===== config.mk =====
export PLATFORM = sky130hd
export DESIGN_NAME = shim_argmax
export DESIGN_NICKNAME = d
export VERILOG_FILES = /design/src/rtl/shim_argmax.sv
export SDC_FILE = /design/constraint.sdc
export NUM_CORES = 1
export LEC_CHECK = 0
export ABC_AREA = 1
export CELL_PAD_IN_SITES_DETAIL_PLACEMENT = 2
export CELL_PAD_IN_SITES_GLOBAL_PLACEMENT = 2
export CORE_ASPECT_RATIO = 1.5
export CORE_MARGIN = 3
export CORE_UTILIZATION = 32
export CTS_CLUSTER_SIZE = 12
export DETAILED_ROUTE_END_ITERATION = 7
export GPL_ROUTABILITY_DRIVEN = 0
export PLACE_DENSITY_LB_ADDON = 0.08
export SYNTH_ARGS = -nofsm -noshare
export SYNTH_HDL_FRONTEND = slang
export SYNTH_SLANG_ARGS = --single-unit

===== constraint.sdc =====
create_clock -name CLK -period 5.5 [get_ports CLK]
set_input_delay 1.1 -clock CLK [delete_from_list [all_inputs] [get_ports CLK]]
set_output_delay 1.1 -clock CLK [all_outputs]
set_load 0.03 [all_outputs]

===== src/rtl/shim_argmax.sv =====
// shim_argmax: classifier decision stage. Captures a vector of signed elements
// and scans one element per clock. It reports the index and value of the largest element.
module shim_argmax #(
   parameter int NUM_INPUTS = 10,
   parameter int WIDTH      = 8,
   localparam int IDX_W     = (NUM_INPUTS > 1) ? $clog2(NUM_INPUTS) : 1
) (
   input  logic                        CLK,
   input  logic                        RSTN,
   input  logic [NUM_INPUTS*WIDTH-1:0] VALUES_IN,
   input  logic                        VALID_IN,
   output logic [IDX_W-1:0]            MAX_INDEX,
   output logic [WIDTH-1:0]            MAX_VALUE,
   output logic                        VALID_OUT,
   output logic                        BUSY,
   output logic                        OVERRUN
);

   localparam logic [IDX_W-1:0] LAST_IDX = IDX_W'(NUM_INPUTS - 1);
   localparam logic [IDX_W-1:0] ONE_IDX  = IDX_W'(1);

   typedef enum logic [1:0] {
      ST_IDLE = 2'd0,
      ST_SCAN = 2'd1,
      ST_DONE = 2'd2
   } state_t;

   state_t                  state_r;
   logic signed [WIDTH-1:0] vec_r [NUM_INPUTS];
   logic [IDX_W-1:0]        ptr_r;
   logic signed [WIDTH-1:0] cur_max_r;
   logic [IDX_W-1:0]        cur_idx_r;
   logic [IDX_W-1:0]        max_index_r;
   logic [WIDTH-1:0]        max_value_r;
   logic                    valid_out_r;
   logic                    busy_r;
   logic                    overrun_r;
   logic signed [WIDTH-1:0] elem_s;

   assign elem_s    = vec_r[ptr_r];
   assign MAX_INDEX = max_index_r;
   assign MAX_VALUE = max_value_r;
   assign VALID_OUT = valid_out_r;
   assign BUSY      = busy_r;
   assign OVERRUN   = overrun_r;

   // Capture / scan / report FSM with all outputs registered.
   always_ff @(posedge CLK or negedge RSTN) begin
      if (!RSTN) begin
         state_r     <= ST_IDLE;
         ptr_r       <= '0;
         cur_max_r   <= '0;
         cur_idx_r   <= '0;
         max_index_r <= '0;
         max_value_r <= '0;
         valid_out_r <= 1'b0;
         busy_r      <= 1'b0;
         overrun_r   <= 1'b0;
         for (int i = 0; i < NUM_INPUTS; i++) begin
            vec_r[i] <= '0;
         end
      end else begin
         valid_out_r <= 1'b0;
         // A pulse arriving while busy is dropped; the scan carries on untouched.
         if (VALID_IN && (state_r != ST_IDLE)) begin
            overrun_r <= 1'b1;
         end else begin
            overrun_r <= overrun_r;
         end
         case (state_r)
            ST_IDLE: begin
               if (VALID_IN) begin
                  for (int i = 0; i < NUM_INPUTS; i++) begin
                     vec_r[i] <= VALUES_IN[i*WIDTH +: WIDTH];
                  end
                  cur_max_r <= VALUES_IN[WIDTH-1:0];
                  cur_idx_r <= '0;
                  ptr_r     <= ONE_IDX;
                  busy_r    <= 1'b1;
                  state_r   <= (NUM_INPUTS > 1) ? ST_SCAN : ST_DONE;
               end else begin
                  busy_r    <= 1'b0;
                  state_r   <= ST_IDLE;
               end
            end
            ST_SCAN: begin
               // Strict compare keeps the lowest index on ties.
               if (elem_s > cur_max_r) begin
                  cur_max_r <= elem_s;
                  cur_idx_r <= ptr_r;
               end else begin
                  cur_max_r <= cur_max_r;
               end
               if (ptr_r == LAST_IDX) begin
                  state_r <= ST_DONE;
               end else begin
                  ptr_r   <= ptr_r + ONE_IDX;
               end
            end
            ST_DONE: begin
               max_value_r <= cur_max_r;
               max_index_r <= cur_idx_r;
               valid_out_r <= 1'b1;
               busy_r      <= 1'b0;
               state_r     <= ST_IDLE;
            end
            default: begin
               busy_r  <= 1'b0;
               state_r <= ST_IDLE;
            end
         endcase
      end
   end

endmodule


# Word level (Yosys, flattened, before mapping)
# Cells that the tools add are included.
word_totals:
  input_bits: 83
  regBits: 113
classes:
  order_cmp: 2
  n_bitwise: 1
  n_eq_ne: 7
  reduce_logical: 7
  add_sub_neg: 1
  muxes: 18
op_table:
  columns: ["operator", "count"]
  rows:
  - ["$bmux W8 S4", 1]
  - ["$mux W8", 4]
  - ["$mux W4", 4]
  - ["$pmux W4 S2", 2]
  - ["$pmux W8 S2", 1]
  - ["$gt A8 B8 Y1", 1]
  - ["$ne A2 B2 Y1 const B", 4]
  - ["$reduce_and A3 Y1", 2]
  - ["$ge A5 B5 Y1 const B", 1]
  - ["$not A4 Y5", 1]
  - ["$add A4 B1 Y4 const B", 1]
  - ["$eq A4 B4 Y1 const B", 1]
  - ["$pmux W2 S2", 1]
  - ["$reduce_bool A2 Y1", 2]
  - ["$mux W1", 3]
  - ["$eq A2 B1 Y1 const B", 1]
  - ["$eq A2 B2 Y1 const B", 1]
  - ["$logic_not A2 Y1", 1]
  - ["$mux W2", 1]
  - ["$pmux W1 S2", 1]
  - ["$reduce_and A2 Y1", 1]
  - ["$logic_and A1 B1 Y1", 1]

# Longest topological paths before layout
logic_depth:
  depth_word: 7
  ltp_mapped: 22

# Worst setup path before layout
# No wires, ideal clock.
synth_timing:
  kind: "reg2reg"
  startpoint: "register ptr_r[0]"
  endpoint: "register cur_max_r[2]"
  setup_ns: 0.117
  arrival_ns: 2.103
  path_slack_ns: 3.280
  stages_incl_launch_ff: 17
  required_time_ns: 5.383
  synth_period_minus_slack_ns: 2.220
  path_cell_list: "dfrtp_1 inv_2 buf_2 nand2_1 nand3_1 nand3_1 nand3_1 nand2_1 ha_1 a21o_1 nor2_1 nand3_1 nand3_2 nand2_1 buf_4 nand2_1 nand2_1"
synth_via:
  elab_chain_cells: 7
  elab_cells_between_ends: 9
  cone_classes: "order compare (1); eq/ne (1); mux (5); bitwise (1); reduce/logical (1)"
synth_lines:
  columns: ["element", "line", "source"]
  rows:
  - ["start: declaration", "30", "logic [IDX_W-1:0] ptr_r;"]
  - ["start signal: assignment", "97", "ptr_r <= ptr_r + ONE_IDX;"]
  - ["$not A4 Y5 (not written as such) *", "40", "assign elem_s = vec_r[ptr_r];"]
  - ["$bmux W8 S4 *", "40", null]
  - ["$mux W8 (not written as such) * (2 in a row)", "40", null]
  - ["$gt A8 B8 Y1", "88", "if (elem_s > cur_max_r) begin"]
  - ["$ne A2 B2 Y1 (no line)", null, null]
  - ["$reduce_and A3 Y1 (no line)", null, null]
  - ["end signal: assignment", "76", "cur_max_r <= VALUES_IN[WIDTH-1:0];"]
  - ["end signal: assignment", "89", "cur_max_r <= elem_s;"]
  - ["end signal: assignment", "92", "cur_max_r <= cur_max_r;"]
  - ["end: declaration", "31", "logic signed [WIDTH-1:0] cur_max_r;"]
# Every way passes the cells marked *; elsewhere a longest branch is shown, timed or not. The select of a mux whose other input is x is not followed.
# A chain may end at the register's enable or synchronous reset.

# Worst setup path after layout
layout_timing:
  startpoint: "register ptr_r[0]"
  endpoint: "register cur_idx_r[0]"
layout_via:
  elab_chain_cells: 7
  elab_cells_between_ends: 9
  cone_classes: "order compare (1); eq/ne (1); mux (5); bitwise (1); reduce/logical (1)"
layout_lines:
  columns: ["element", "line", "source"]
  rows:
  - ["$not A4 Y5 (not written as such)", "40", null]
  - ["$bmux W8 S4", "40", null]
  - ["$mux W8 (not written as such) (2 in a row)", "40", null]
  - ["$gt A8 B8 Y1", "88", null]
  - ["$ne A2 B2 Y1 (no line)", null, null]
  - ["$reduce_and A3 Y1 (no line)", null, null]
  - ["end signal: assignment", "90", "cur_idx_r <= ptr_r;"]
  - ["end: declaration", "32", "logic [IDX_W-1:0] cur_idx_r;"]
# Several ways; a longest one is shown, not always the timed one. The select of a mux whose other input is x is not followed.

==> impl_metrics.csv <==
group,metric,value,unit
run_status,status,"completed",
final_layout,syn2layout_area_growth,29.64,%
synthesis,syn-num-nets,823,
clocking,clk_pin_slew_worst_paths,0.06,ns
detailed_routing,routedWlPerCell,17.14,µm
detailed_routing,drt-total-wl,17720,µm
sta,final-hold-violation-count,0,
clocking,cts_tree,"done",
detailed_routing,route.vias.total,5011,
power,ir_worst_vdd,0.3474,mV
synthesis,yosysWarnings,0,
grt,grt_max_degree,75,
floorplan,coreArea,16840,µm²
min_path,hp-class,"flop to flop",
worst_setup_path,path_buf_inv,2,
grt,antenna_found_initial,0,
grt,grtUsageMet3,4.071,%
grt,grt_util_all_layers,19.80,%
worst_setup_path,slowest_stage,"inv_2",
clocking,ctsResizeCount,0,
power,power_density,639.7,nW/µm²
clocking,cts.htree.levels,4,
worst_setup_path,worstPathArrival,4.15,ns
final_layout,fin_cells,1034,
sta,fmax,262.8,MHz
synthesis,ys_seq_area_share,51.49,%
clocking,insertion_delay,0.42,ns
worst_setup_path,worstSetupPathType,"flop to flop",
synthesis,synth_area_leaders,"dfrtp_1 (51%), nand2_1 (22%), nand3_1 (5.7%)",
synthesis,ys_seq_elements,113,
floorplan,die_area,18800,µm²
worst_setup_path,max_stage_delay,0.56,ns
worst_setup_path,cp_cell_sequence,"buf_4 > inv_2 > nand2_1 > nand3_1 > nand3_1 > nand3_1 > nand2_1 > ha_1 > a21oi_1 > nor2_1 > nor2_1 > nand2_1 > nand2_1 > nand3_2 > nand2_1 > nand2_1 > nand2_1",
placement,post-place-cells,1004,
sta,finClkSkew,0.008563,ns
grt,grt_pass1_vias,5833,
run,max_cap_viol_count,0,
clocking,root_buffer,"clkbuf_16",
clocking,cts_inserted_buffers,17,
final_layout,drive_above_1_share,4.854,%
grt,grt_overflow,0,
placement,port_buffers,97,
sta,rsz0062_at_grt,"no",
synthesis,ys_types,25,
grt,use_met1,22.67,%
detailed_routing,route.detailed.drc,0,
grt,use_met2,36.82,%
grt,grt_pass1_wl,29590,µm
floorplan,io_pins,98,
worst_setup_path,worstPathMaxFanout,51,
detailed_routing,dr.pass1.iters,4,
clocking,cts.sinks,113,
synthesis,yosysTopAreaCell,"dfrtp_1",
clocking,cts_setup_buffers,0,
synthesis,synth_top_area_share,51.49,%
final_layout,fillers,1995,
sta,fin_tns_setup,0,ns
grt,busiest_layer,"met2",
power,leakagePower,0.003577,µW
worst_setup_path,required,5.85,ns
clocking,cts_hold_buf,0,
final_layout,n_antenna_cell,0,
sta,setup_violations,0,
detailed_routing,drtAntennaViolNets,0,
worst_setup_path,cp-end-kind,"flop",
floorplan,die_x,113.0,µm
sta,fin_crit,3.804,ns
sta,tightest_slew,0.9845,ns
final_layout,final_area,7119,µm²
sta,maxSlewHeadroom,34.37,%
worst_setup_path,critPathLaunchType,"flop",
detailed_routing,vias_per_cell,4.846,
floorplan,rows,58,
sta,slew_violations,0,
final_layout,final_nets,906,
synthesis,postSynthAreaPerCell,7.523,µm²
synthesis,synth_area,5492,µm²
worst_setup_path,cp_common_cell,"nand2_1",
power,power,4554,µW
sta,fin_crit_sh,69.17,%
placement,dpl_cell_area,6563,µm²
floorplan,start_util,32.62,%
synthesis,synthCells,730,
sta,hold_slack,0.4760,ns
worst_setup_path,critPathTopFamily,"simple AND/OR/NAND/NOR gates",
floorplan,dieHeight,166.4,µm
placement,dpl.hpwl,12690,µm
detailed_routing,drt_iter0_drc,154,
clocking,clock_path_buffers,2,
==> where the power goes <==
group | internal, µW | switching [µW]
clock | 671 | 372
sequential | 1220 | 169
combinational | 682 | 1440
==> stage by stage <==
step / worst slack, ns / utilization [%]
finish: 1.696 / 42.29
global route: 1.312 / 42.29
CTS: 1.593 / 42.29
detailed placement: 1.693 / 38.98
global placement: 1.858 / 38.98
floorplan: 3.280 / -
==> final timing paths <==
kind	slack [ns]	end	start	depth (start not counted)
setup / recovery	1.70	cur_idx_r[0]	ptr_r[0]	17
hold / removal	0.48	MAX_VALUE[0]	MAX_VALUE[0]	2
setup reg to reg	1.70	cur_idx_r[0]	ptr_r[0]	17
hold reg to reg	0.48	MAX_VALUE[0]	MAX_VALUE[0]	2
max in group asynchronous	3.50	vec_r[45]	RSTN	2
min in group asynchronous	0.84	vec_r[29]	RSTN	1
==> layout make-up <==
| class | count | area, µm² | share of cell area [%] |
|---|---|---|---|
| Multi-Input combinational cell | 500 | 2165 | 30.40 |
| Sequential cell | 113 | 2828 | 39.72 |
| Timing Repair Buffer | 103 | 1013 | 14.24 |
| Clock buffer | 24 | 501.7 | 7.047 |
| Tap cell | 210 | 262.8 | 3.691 |
| Inverter | 78 | 294.0 | 4.130 |
| Clock inverter | 6 | 55.05 | 0.7733 |
==> kinds of logic (layout without fill, tap and decap cells) <==
family	after synthesis	in the layout	share of synthesized area, %
adder cells (fa/ha/maj)	10	10	2.278
AND/OR/NAND/NOR	417	417	30.37
buffers and inverters	117	211	9.091
AO/OA/AOI/OAI	73	73	6.767
flip-flops	113	113	51.49
==> cells in the final DEF (no fill, tap or decap), types with 2 or more instances in the layout <==
master,instances
a21oi_1,4
buf_4,7
clkbuf_1,2
clkbuf_16,17
clkbuf_8,5
clkdlybuf4s50_1,96
clkinv_2,6
dfrtp_1,113
ha_1,10
inv_1,75
nand2_1,322
nand3_1,63
nor2_1,27
o21ai_0,62
o21ai_1,4
==> worst register-to-register path: stages (launching register included) <==
cell and delay (ns):
dfrtp_1 0.36, buf_4 0.29, inv_2 0.56, nand2_1 0.19, nand3_1 0.12, nand3_1 0.12, nand3_1 0.15, nand2_1 0.09
ha_1 0.29, a21oi_1 0.24, nor2_1 0.07, nor2_1 0.13, nand2_1 0.08, nand2_1 0.07, nand3_2 0.25, nand2_1 0.49
nand2_1 0.13, nand2_1 0.10
==> routing by layer <==
metal / vias up / wire [µm]
met3: 20 / 524
met5: - / 0
met1: 2511 / 7203
met4: 0 / 279
met2: 74 / 9713
li1: 2406 / -
==> flip-flops by register name, indices dropped and copies added (netlist names) <==
name	flops
cur_max_r	8
MAX_INDEX	4
vec_r	80
VALID_OUT	1
MAX_VALUE	8
BUSY	1
cur_idx_r	4
state_r	2
ptr_r	4
OVERRUN	1
==> cell usage after synthesis, drive strengths merged <==
cell	count
nand3	64
clkinv	1
inv	77
o21bai	1
dfrtp	113
a21oi	4
nor2	28
nor3	2
nor4	1
a21o	1
buf	32
ha	10
o21ai	66
a31oi	1
nand2	322
clkbuf	7
Power figures use the tool's default switching activity.
